[config.mk]
export PLATFORM = sky130hd
export DESIGN_NAME = sram_1rw_arbiter
export DESIGN_NICKNAME = d
export VERILOG_FILES = /design/src/rtl/sram_1rw_arbiter.sv
export SDC_FILE = /design/constraint.sdc
export NUM_CORES = 1
export LEC_CHECK = 0
export ABC_AREA = 1
export CAP_MARGIN = 25
export CORE_AREA = 2 2 234 236
export CTS_CLUSTER_DIAMETER = 200
export DETAILED_ROUTE_END_ITERATION = 10
export DIE_AREA = 0 0 236 238
export GPL_ROUTABILITY_DRIVEN = 0
export PLACE_DENSITY = 0.65
export SLEW_MARGIN = 20
export SYNTH_ARGS = -nofsm -noshare
export SYNTH_HDL_FRONTEND = slang
export SYNTH_SLANG_ARGS = --single-unit
[constraint.sdc]
create_clock -name clock -period 18.7 [get_ports clock]
set_input_delay 5.61 -clock clock [delete_from_list [all_inputs] [get_ports clock]]
set_output_delay 5.61 -clock clock [all_outputs]
set_load 0.1 [all_outputs]
[src/rtl/sram_1rw_arbiter.sv]
// ----------------------------------------------------------------------------
// sram_1rw_arbiter
//
// Controller for one single-port, byte-masked SRAM macro with a one-cycle
// read latency. It shares the single RW port between a write requester and a
// read requester, zero-fills the whole array after reset or on request, and
// returns read data through a 2-entry in-order response FIFO with
// valid/ready backpressure.
//
// Ports
//   clock, reset          clock; synchronous active-high reset
//   init_req / init_done  re-run the zero-fill / high while in RUN
//   w_valid/w_ready       write request handshake (w_addr, w_data, w_mask)
//   r_valid/r_ready       read request handshake (r_addr, r_id)
//   resp_valid/ready      response FIFO head handshake (resp_data, resp_id)
//   sram_*                macro drive; sram_rdata is valid the cycle after a
//                         read is issued
// ----------------------------------------------------------------------------
module sram_1rw_arbiter #(
   parameter int ADDR_W     = 12,
   parameter int DATA_W     = 128,
   parameter int MASK_W     = 16,
   parameter int ID_W       = 4,
   parameter int STARVE_MAX = 4
) (
   input  logic              clock,
   input  logic              reset,
   input  logic              init_req,
   output logic              init_done,
   input  logic              w_valid,
   output logic              w_ready,
   input  logic [ADDR_W-1:0] w_addr,
   input  logic [DATA_W-1:0] w_data,
   input  logic [MASK_W-1:0] w_mask,
   input  logic              r_valid,
   output logic              r_ready,
   input  logic [ADDR_W-1:0] r_addr,
   input  logic [ID_W-1:0]   r_id,
   output logic              resp_valid,
   input  logic              resp_ready,
   output logic [DATA_W-1:0] resp_data,
   output logic [ID_W-1:0]   resp_id,
   output logic              sram_en,
   output logic              sram_wmode,
   output logic [ADDR_W-1:0] sram_addr,
   output logic [MASK_W-1:0] sram_wmask,
   output logic [DATA_W-1:0] sram_wdata,
   input  logic [DATA_W-1:0] sram_rdata
);

   localparam int SC_W = $clog2(STARVE_MAX + 1);
   localparam logic [ADDR_W-1:0] LAST_ADDR  = '1;
   localparam logic [SC_W-1:0]   STARVE_TOP = SC_W'(STARVE_MAX);

   typedef enum logic {
      ST_INIT = 1'b0,
      ST_RUN  = 1'b1
   } state_e;

   state_e            state_q, state_d;
   logic [ADDR_W-1:0] init_ptr_q;
   logic              init_pend_q;   // init_req seen while a read was in flight
   logic [SC_W-1:0]   starve_q;
   logic              rd_inflight_q;
   logic [ID_W-1:0]   rd_id_q;

   // Response FIFO: two slots addressed by 1-bit pointers plus an occupancy count.
   logic [DATA_W-1:0] fifo_data_q [2];
   logic [ID_W-1:0]   fifo_id_q   [2];
   logic              fifo_rd_q, fifo_wr_q;
   logic [1:0]        fifo_cnt_q;

   logic       stop_grants, grants_open;
   logic [1:0] credit_used;
   logic       rd_credit, r_cand, w_cand, w_grant, r_grant;
   logic       fifo_nonempty, fifo_push, fifo_pop;

   // -------------------------------------------------------------------------
   // Arbitration
   // -------------------------------------------------------------------------
   assign stop_grants = init_req | init_pend_q;
   assign grants_open = (state_q == ST_RUN) & ~stop_grants;

   // A read needs a FIFO slot reserved for it; a same-cycle pop does not count.
   assign credit_used = fifo_cnt_q + {1'b0, rd_inflight_q};
   assign rd_credit   = (credit_used < 2'd2);

   assign r_cand  = grants_open & r_valid & rd_credit;
   assign w_cand  = grants_open & w_valid;
   // Reads win ties unless the waiting write has been starved long enough.
   assign w_grant = w_cand & (~r_cand | (starve_q == STARVE_TOP));
   assign r_grant = r_cand & ~w_grant;

   assign fifo_nonempty = (fifo_cnt_q != 2'd0);
   assign fifo_push     = rd_inflight_q;
   assign fifo_pop      = fifo_nonempty & resp_ready;

   // -------------------------------------------------------------------------
   // FSM: state register
   // -------------------------------------------------------------------------
   // NOTE: sequential state uses non-blocking assignments so every flop samples
   // the pre-edge values regardless of process ordering.
   always_ff @(posedge clock) begin
      if (reset) state_q <= ST_INIT;
      else       state_q <= state_d;
   end

   // FSM: next state
   always_comb begin
      // NOTE: a default on entry keeps every path assigned, so no latch is inferred.
      state_d = state_q;
      case (state_q)
         ST_INIT: if (init_ptr_q == LAST_ADDR)         state_d = ST_RUN;
         ST_RUN:  if (stop_grants && !rd_inflight_q)   state_d = ST_INIT;
         default:                                      state_d = ST_INIT;
      endcase
   end

   // FSM: outputs. Everything is held at zero during the reset cycle.
   always_comb begin
      init_done  = 1'b0;
      w_ready    = 1'b0;
      r_ready    = 1'b0;
      resp_valid = 1'b0;
      resp_data  = '0;
      resp_id    = '0;
      sram_en    = 1'b0;
      sram_wmode = 1'b0;
      sram_addr  = '0;
      sram_wmask = '0;
      sram_wdata = '0;
      if (!reset) begin
         init_done  = (state_q == ST_RUN);
         w_ready    = w_grant;
         r_ready    = r_grant;
         resp_valid = fifo_nonempty;
         if (fifo_nonempty) begin
            resp_data = fifo_data_q[fifo_rd_q];
            resp_id   = fifo_id_q[fifo_rd_q];
         end
         if (state_q == ST_INIT) begin
            sram_en    = 1'b1;
            sram_wmode = 1'b1;
            sram_addr  = init_ptr_q;
            sram_wmask = '1;
         end else if (w_grant) begin
            sram_en    = 1'b1;
            sram_wmode = 1'b1;
            sram_addr  = w_addr;
            sram_wmask = w_mask;
            sram_wdata = w_data;
         end else if (r_grant) begin
            sram_en    = 1'b1;
            sram_addr  = r_addr;
         end
      end
   end

   // -------------------------------------------------------------------------
   // Sweep pointer, init request latch, starvation counter, read pipeline
   // -------------------------------------------------------------------------
   always_ff @(posedge clock) begin
      if (reset) begin
         init_ptr_q    <= '0;
         init_pend_q   <= 1'b0;
         starve_q      <= '0;
         rd_inflight_q <= 1'b0;
         rd_id_q       <= '0;
         fifo_rd_q     <= 1'b0;
         fifo_wr_q     <= 1'b0;
         fifo_cnt_q    <= 2'd0;
      end else begin
         if (state_q == ST_INIT)
            init_ptr_q <= (init_ptr_q == LAST_ADDR) ? '0 : init_ptr_q + 1'b1;

         // Requests arriving during the sweep are dropped; in RUN the request
         // is held only until the outstanding read has landed.
         if (state_q == ST_RUN && init_req && rd_inflight_q) init_pend_q <= 1'b1;
         else if (state_q == ST_INIT || !rd_inflight_q)      init_pend_q <= 1'b0;

         if (w_grant || !w_valid)                     starve_q <= '0;
         else if (r_grant && starve_q != STARVE_TOP)  starve_q <= starve_q + 1'b1;

         rd_inflight_q <= r_grant;
         if (r_grant) rd_id_q <= r_id;

         if (fifo_push) fifo_wr_q <= ~fifo_wr_q;
         if (fifo_pop)  fifo_rd_q <= ~fifo_rd_q;
         fifo_cnt_q <= fifo_cnt_q + {1'b0, fifo_push} - {1'b0, fifo_pop};
      end
   end

   // NOTE: FIFO storage has no reset; the count and pointers alone decide what
   // is valid, and resp_data is forced to zero while the FIFO is empty.
   always_ff @(posedge clock) begin
      if (fifo_push) begin
         fifo_data_q[fifo_wr_q] <= sram_rdata;
         fifo_id_q[fifo_wr_q]   <= rd_id_q;
      end
   end

endmodule

==> results.ini, run 1 <==
[synth]
synth.distinct_cells=31
async_flop_share=0
synthCells=1257
synthFlopType=edfxtp_1
avgSynthCellArea_um2=10.8
synth_top_area_frac=0.586
synth_area_um2=13500
ys_ff_latch=291
synth_edf_count=264
synth_top_cell_by_area=edfxtp_1
syn_nets=1568
yosysMostFrequentCell=nand2_1
yosysWarnings=0
synth-seq-area-share=0.626
synthTopCellsByCount=nand2_1, edfxtp_1, inv_1
yosys-top-cells-area=edfxtp_1, mux2_2, nand2_1

[setup_path]
worst-path-max-fanout=91
reg2reg_to=fifo_data_q[0][112]
crit_arrival_ns=9.47
end_kind=output pin
worstSetupStartpointType=primary input
crit_type=in -> out
r2r_start=fifo_push
crit_required_ns=13.09
ff2ff_path_depth=4
r2r_slack_ns=15.47

[route]
wl_per_cell_um=22.0
vias=11500
firstDrtPassIters=5
viasPerCell=4.47
antenna_left=0
wl_met2_um=28500
routed.top_layer=met5
drc=0
drt_iter0_drc=652
drt_wl_total_um=56600
m1WireLength_um=19600
wl_met3_um=4320

[final_layout]
nets=2145
syn_to_final_growth_pct=57.5
fillCellCount=5193
final_layout_size_suffix_gt1_frac=0.111

[die]
dieWidth_um=236
rows=85
boundaryPins=600
die-area_um2=56200
start_util=0.253
core_um2=53500
die_h_um=238

[clocking]
cts.reportedPaths.clkPinSlew_ns=0.05
post_cts_resized=0
holdBufCountCts=0
cts_setup_buffers=0
cts_sinks=291
cts_max_level=2
cts_tree=yes
cts.path.max_buffers=3
insertion_delay_ns=0.52
cts_buffers=35
clockRootBuffer=clkbuf_16

[min_path]
hold_path.startpoint=rd_id_q[2]
holdPathEnd=fifo_id_q[1][2]
whs_path_depth=0
hp-class=reg -> reg

[timing]
finalSetupViolCount=0
skew_ns=0.0161
max_freq_mhz=66.3
min_period_ns=15.08
maxSlewHeadroom=0.274
rsz0062_at_grt=no
worst_hold_slack_ns=0.450
worst_pin_slew_ns=1.09
hold_viol_final=0
period_share=0.806
tns_ns=0
slew_violations=0

[power_and_ir_drop]
p_int_w=0.00122
seqPwrFrac=0.415
combinationalPowerShare=0.209
vdd_drop_max_mv=0.0481
p_total_w=0.00172
power.share.switching=0.291
p_leak_nw=7.90
power.share.clock=0.376
power.switching_w=0.000500
powerDensity_nw_per_um2=80.7

[global_route]
grt_max_degree=110
grt_pass1_vias=11662
grt_antenna_before_repair=37
overflow=0
grtUsageTotal=0.195
grt_pass1_wl_um=79600

[outcome]
outcome=finished, final reports clean

[placed_design]
port_buffers=599
dp_hpwl_um=43600

[job]
maxCapViolations=0

## worst max path at each step
stage               startpoint              end  cells after the start
finish                init_req   sram_wdata[27]                      8
floorplan                reset  sram_wdata[118]                      5
CTS                   init_req  sram_wdata[116]                      8
global route          init_req   sram_wdata[27]                      8
detailed placement    init_req  sram_wdata[116]                      8
global placement         reset   sram_wdata[49]                      7
## cell usage in the layout, fill, tap and decap left out, types with 9 or more instances in the layout
cell / n
inv_1: 166
o211ai_1: 12
buf_4: 10
nand2_1: 324
dfxtp_1: 26
nor2_1: 157
clkbuf_1: 13
a21oi_1: 11
nand3_1: 29
clkbuf_16: 35
o21ai_0: 9
o21a_1: 16
edfxtp_1: 264
mux2_2: 132
diode_2: 18
clkdlybuf4s50_1: 599
## registers in the layout, indices dropped and copies added (netlist names), named ones only
| signal | flops |
|---|---|
| rd_id_q | 4 |
| fifo_rd_q | 1 |
| starve_q | 3 |
| init_pend_q | 1 |
| fifo_cnt_q | 2 |
| fifo_id_q | 8 |
| fifo_data_q | 256 |
| state_q | 1 |
| fifo_wr_q | 1 |
| init_ptr_q | 12 |
| fifo_push | 1 |
## cell families (layout without fill, tap and decap cells)
group           Yosys count  count (layout)  synth area share
xor+xnor                  3               3           0.00194
mux                     132             132             0.110
fa+ha+maj                 5               5           0.00463
compound gates           50              50            0.0241
other cells               0              18                 0
buf+inv                 240             842            0.0743
flops                   291             291             0.626
simple gates            536             536             0.159
## worst max-delay path, cell delays in order
cell,delay (ns)
clkdlybuf4s50_1,0.43
nor2_2,0.19
nand3_1,0.41
inv_2,0.40
nand2_4,0.30
buf_4,0.45
nor2_1,0.37
clkdlybuf4s50_1,1.22
## power by group through the flow
stage	Sequential [W]	Clock, W	Combinational [W]
6_report	0.000713	0.000646	0.000358
5_1_grt	0.000713	0.000694	0.000372
4_1_cts	0.000713	0.000668	0.000360
3_5_place_dp	0.000727	0	0.000358
3_3_place_gp	0.000727	0	0.000357
2_1_floorplan	0.000725	0	0.000224
## metrics by stage
step                       util  area, um^2  worst slack, ns  instances
after floorplan               -       13500             4.72       1257
after global placement    0.376       20100             3.74       2491
after detailed placement  0.376       20100             3.70       2491
after CTS                 0.396       21200             3.69       2553
after global routing      0.398       21300             3.54       2570
final                     0.398       21300             3.62       2573
## final cells by class
class | count | area (um^2) | share of cell area
well taps | 696 | 871 | 0.0409
clock buffers | 50 | 952 | 0.0447
repair buffers | 611 | 6120 | 0.287
inverters | 169 | 639 | 0.0300
diodes | 18 | 45.0 | 0.00212
clock inverters | 12 | 123 | 0.00576
multi-input cells | 726 | 4070 | 0.191
flip-flops and latches | 291 | 8470 | 0.398
## layer usage
metal,up-vias,global-route usage
li1,5277,-
met1,5535,0.201
met2,552,0.338
met3,134,0.0561
met4,2,0.148
met5,-,0
No activity file was read; power rests on OpenSTA's default activity.
==> run 2: changes to the inputs <==
--- a/config.mk
+++ b/config.mk
@@ -7,10 +7,10 @@
 export LEC_CHECK = 0
 export ABC_AREA = 1
 export CAP_MARGIN = 25
-export CORE_AREA = 2 2 234 236
+export CORE_AREA = 2 2 235 237
 export CTS_CLUSTER_DIAMETER = 200
 export DETAILED_ROUTE_END_ITERATION = 10
-export DIE_AREA = 0 0 236 238
+export DIE_AREA = 0 0 237 239
 export GPL_ROUTABILITY_DRIVEN = 0
 export PLACE_DENSITY = 0.65
 export SLEW_MARGIN = 20
==> constraint.sdc (replaced) <==
create_clock -name clock -period 14.4 [get_ports clock]
set_input_delay 4.32 -clock clock [delete_from_list [all_inputs] [get_ports clock]]
set_output_delay 4.32 -clock clock [all_outputs]
set_load 0.1 [all_outputs]
==> run 2 against run 1 <==
Sequential share of layout area fell by 0.35 points. Non-clock buffer count rose by 3. Flip-flop and latch count did not move. Final cell count rose by 0.39%. Largest power group unchanged. Global-route usage rose by 0.46 points. Setup slack got worse by 1.5 ns. Power rose by 34%. Combinational power rose by 32%.
==> results.ini, run 2 (synthesis results as in run 1) <==
[setup_path]
crit_slowest_cell=clkdlybuf4s50_1  ; unchanged
critPathMostFrequentCell=clkdlybuf4s50_1  ; unchanged
worstSetupStartpointType=primary input  ; unchanged
r2r_slack_ns=12.10  ; was 15.47 ns
worst-path-max-fanout=22  ; was 91
path_cells=clkdlybuf4s50_1, inv_1, nand3_2, nand2_2, o21a_1, clkdlybuf4s50_1  ; was clkdlybuf4s50_1, nor2_2, nand3_1, inv_2, nand2_4, buf_4, nor2_1, clkdlybuf4s50_1
crit_required_ns=10.08  ; was 13.09 ns
crit_buf_inv=3  ; was 4
end_kind=output pin  ; unchanged
reg2reg_to=fifo_data_q[1][87]  ; was fifo_data_q[0][112]
r2r_start=fifo_push  ; unchanged
path_delay_family=buffers and inverters  ; unchanged
cp_slowest_stage_delay_ns=1.18  ; was 1.22 ns
crit_arrival_ns=7.93  ; was 9.47 ns
crit_type=in -> out  ; unchanged
ff2ff_path_depth=3  ; was 4
cp_num_cells=6  ; was 8

[timing]
worst_pin_slew_ns=1.07  ; was 1.09 ns
hold_viol_final=0  ; unchanged
min_period_ns=12.25
skew_ns=0.00867  ; was 0.0161 ns
worst_hold_slack_ns=0.441  ; was 0.450 ns
max_freq_mhz=81.6
period_share=0.851
maxSlewHeadroom=0.281  ; was 0.274
rsz0062_at_grt=no  ; unchanged
slew_violations=0  ; unchanged
tns_ns=0  ; unchanged
finalSetupViolCount=0  ; unchanged

[job]
maxCapViolations=0  ; unchanged

[route]
vias=11558  ; was 11500
drc=0  ; unchanged
viasPerCell=4.47  ; about the same
firstDrtPassIters=7  ; was 5
antenna_left=0  ; unchanged
wl_per_cell_um=22.8  ; was 22.0 um
drt_iter0_drc=753  ; was 652
drt_wl_total_um=58800  ; was 56600 um

[global_route]
grt_use_met1=0.200  ; was 0.201
grt_max_degree=125  ; was 110
grt_pass1_wl_um=81100  ; was 79600 um
grt_antenna_before_repair=34  ; was 37
busiest_layer=met2  ; unchanged
grtUsageTotal=0.200  ; was 0.195
grtUsageMet3=0.0657  ; was 0.0561
grt_pass1_vias=11609  ; was 11662
met2_usage=0.334  ; was 0.338
overflow=0  ; unchanged

[die]
dieWidth_um=237  ; was 236 um
core_um2=54300  ; was 53500 um^2
die_h_um=239  ; was 238 um
die-area_um2=56600  ; was 56200 um^2
boundaryPins=600  ; unchanged
rows=86  ; was 85
start_util=0.249  ; was 0.253

[clocking]
cts.path.max_buffers=3  ; unchanged
cts_tree=yes  ; unchanged
cts.reportedPaths.clkPinSlew_ns=0.06  ; was 0.05 ns
cts_buffers=35  ; unchanged
holdBufCountCts=0  ; unchanged
cts_setup_buffers=0  ; unchanged
post_cts_resized=0  ; unchanged
cts_sinks=291  ; unchanged
clockRootBuffer=clkbuf_16  ; unchanged
cts_max_level=2  ; unchanged
insertion_delay_ns=0.53  ; was 0.52 ns

[min_path]
hold_path.startpoint=fifo_rd_q  ; was rd_id_q[2]
whs_path_depth=1  ; was 0
hp-class=reg -> reg  ; unchanged

[final_layout]
largest_reg_flops=256  ; unchanged
final_layout_size_suffix_gt1_frac=0.120  ; was 0.111
syn_to_final_growth_pct=58.8  ; was 57.5%
layout_common_cells=clkdlybuf4s50_1, nand2_1, edfxtp_1  ; unchanged
final_cell_count_no_fill=2583  ; was 2573
final_common_cell=clkdlybuf4s50_1  ; unchanged
regMostFlops=fifo_data_q  ; unchanged
largest_registers=fifo_data_q (256), init_ptr_q (12), fifo_id_q (8)  ; unchanged
nets=2148  ; was 2145

[power_and_ir_drop]
powerDensity_nw_per_um2=107  ; was 80.7 nW/um^2
p_total_w=0.00230  ; was 0.00172 W
p_leak_nw=7.99  ; was 7.90 nW
vdd_drop_max_mv=0.0613  ; was 0.0481 mV

[placed_design]
port_buffers=599  ; unchanged
dp_hpwl_um=45500  ; was 43600 um
place_inst=2502  ; was 2491

[outcome]
outcome=finished, final reports clean  ; unchanged

## run 2: cell count changes in the layout (fill, tap and decap cells not counted), sizes merged
cell / change
buf: +12
bufinv: +3
clkbuf: -6
clkdlybuf4s50: -9
clkinv: +5
clkinvlp: +1
diode: -3
inv: -1
## run 2: cell type report
cell class	count	area [um^2]
sequential	291	8470
clock inverter	20	240
multi-input combinational	726	4070
fill	5286	32900
clock buffer	44	931
antenna	15	37.5
inverter	169	639
tap	704	881
timing repair buffer	614	6210
## run 2: how the worst max path moves through the flow
stage	from	endpoint	slack, ns
3_5_place_dp	init_req	sram_wdata[88]	2.15
2_1_floorplan	reset	sram_wdata[118]	3.00
6_report	reset	sram_wmask[12]	2.15
5_1_grt	reset	sram_wmask[12]	2.00
4_1_cts	init_req	sram_wdata[88]	2.10
3_3_place_gp	reset	sram_wdata[34]	2.01
## run 2: worst reg2reg max path, stage by stage (launching register included)
cell	delay [ns]
dfxtp_1	0.40
nand2_1	0.14
inv_6	0.54
buf_4	0.72
## run 2: per-layer routing
layer  part of all wire  up-vias
li1                   -     5281
met1               0.34     5499
met2               0.48      612
met3              0.086      162
met4               0.10        4
met5            0.00037        -
## run 2: where the power goes
| group | internal [W] | switching, W |
|---|---|---|
| combinational | 0.000164 | 0.000310 |
| clock | 0.000551 | 0.000350 |
| sequential | 0.000922 | 0.00000677 |
## run 2: per-stage QoR
| stage | cell area [um^2] | utilization | worst slack [ns] |
|---|---|---|---|
| final | 21500 | 0.395 | 2.15 |
| after global routing | 21500 | 0.395 | 2.00 |
| after CTS | 21400 | 0.393 | 2.10 |
| after detailed placement | 20200 | 0.372 | 2.15 |
| after global placement | 20200 | 0.371 | 2.01 |
| after floorplan | 13500 | - | 3.00 |
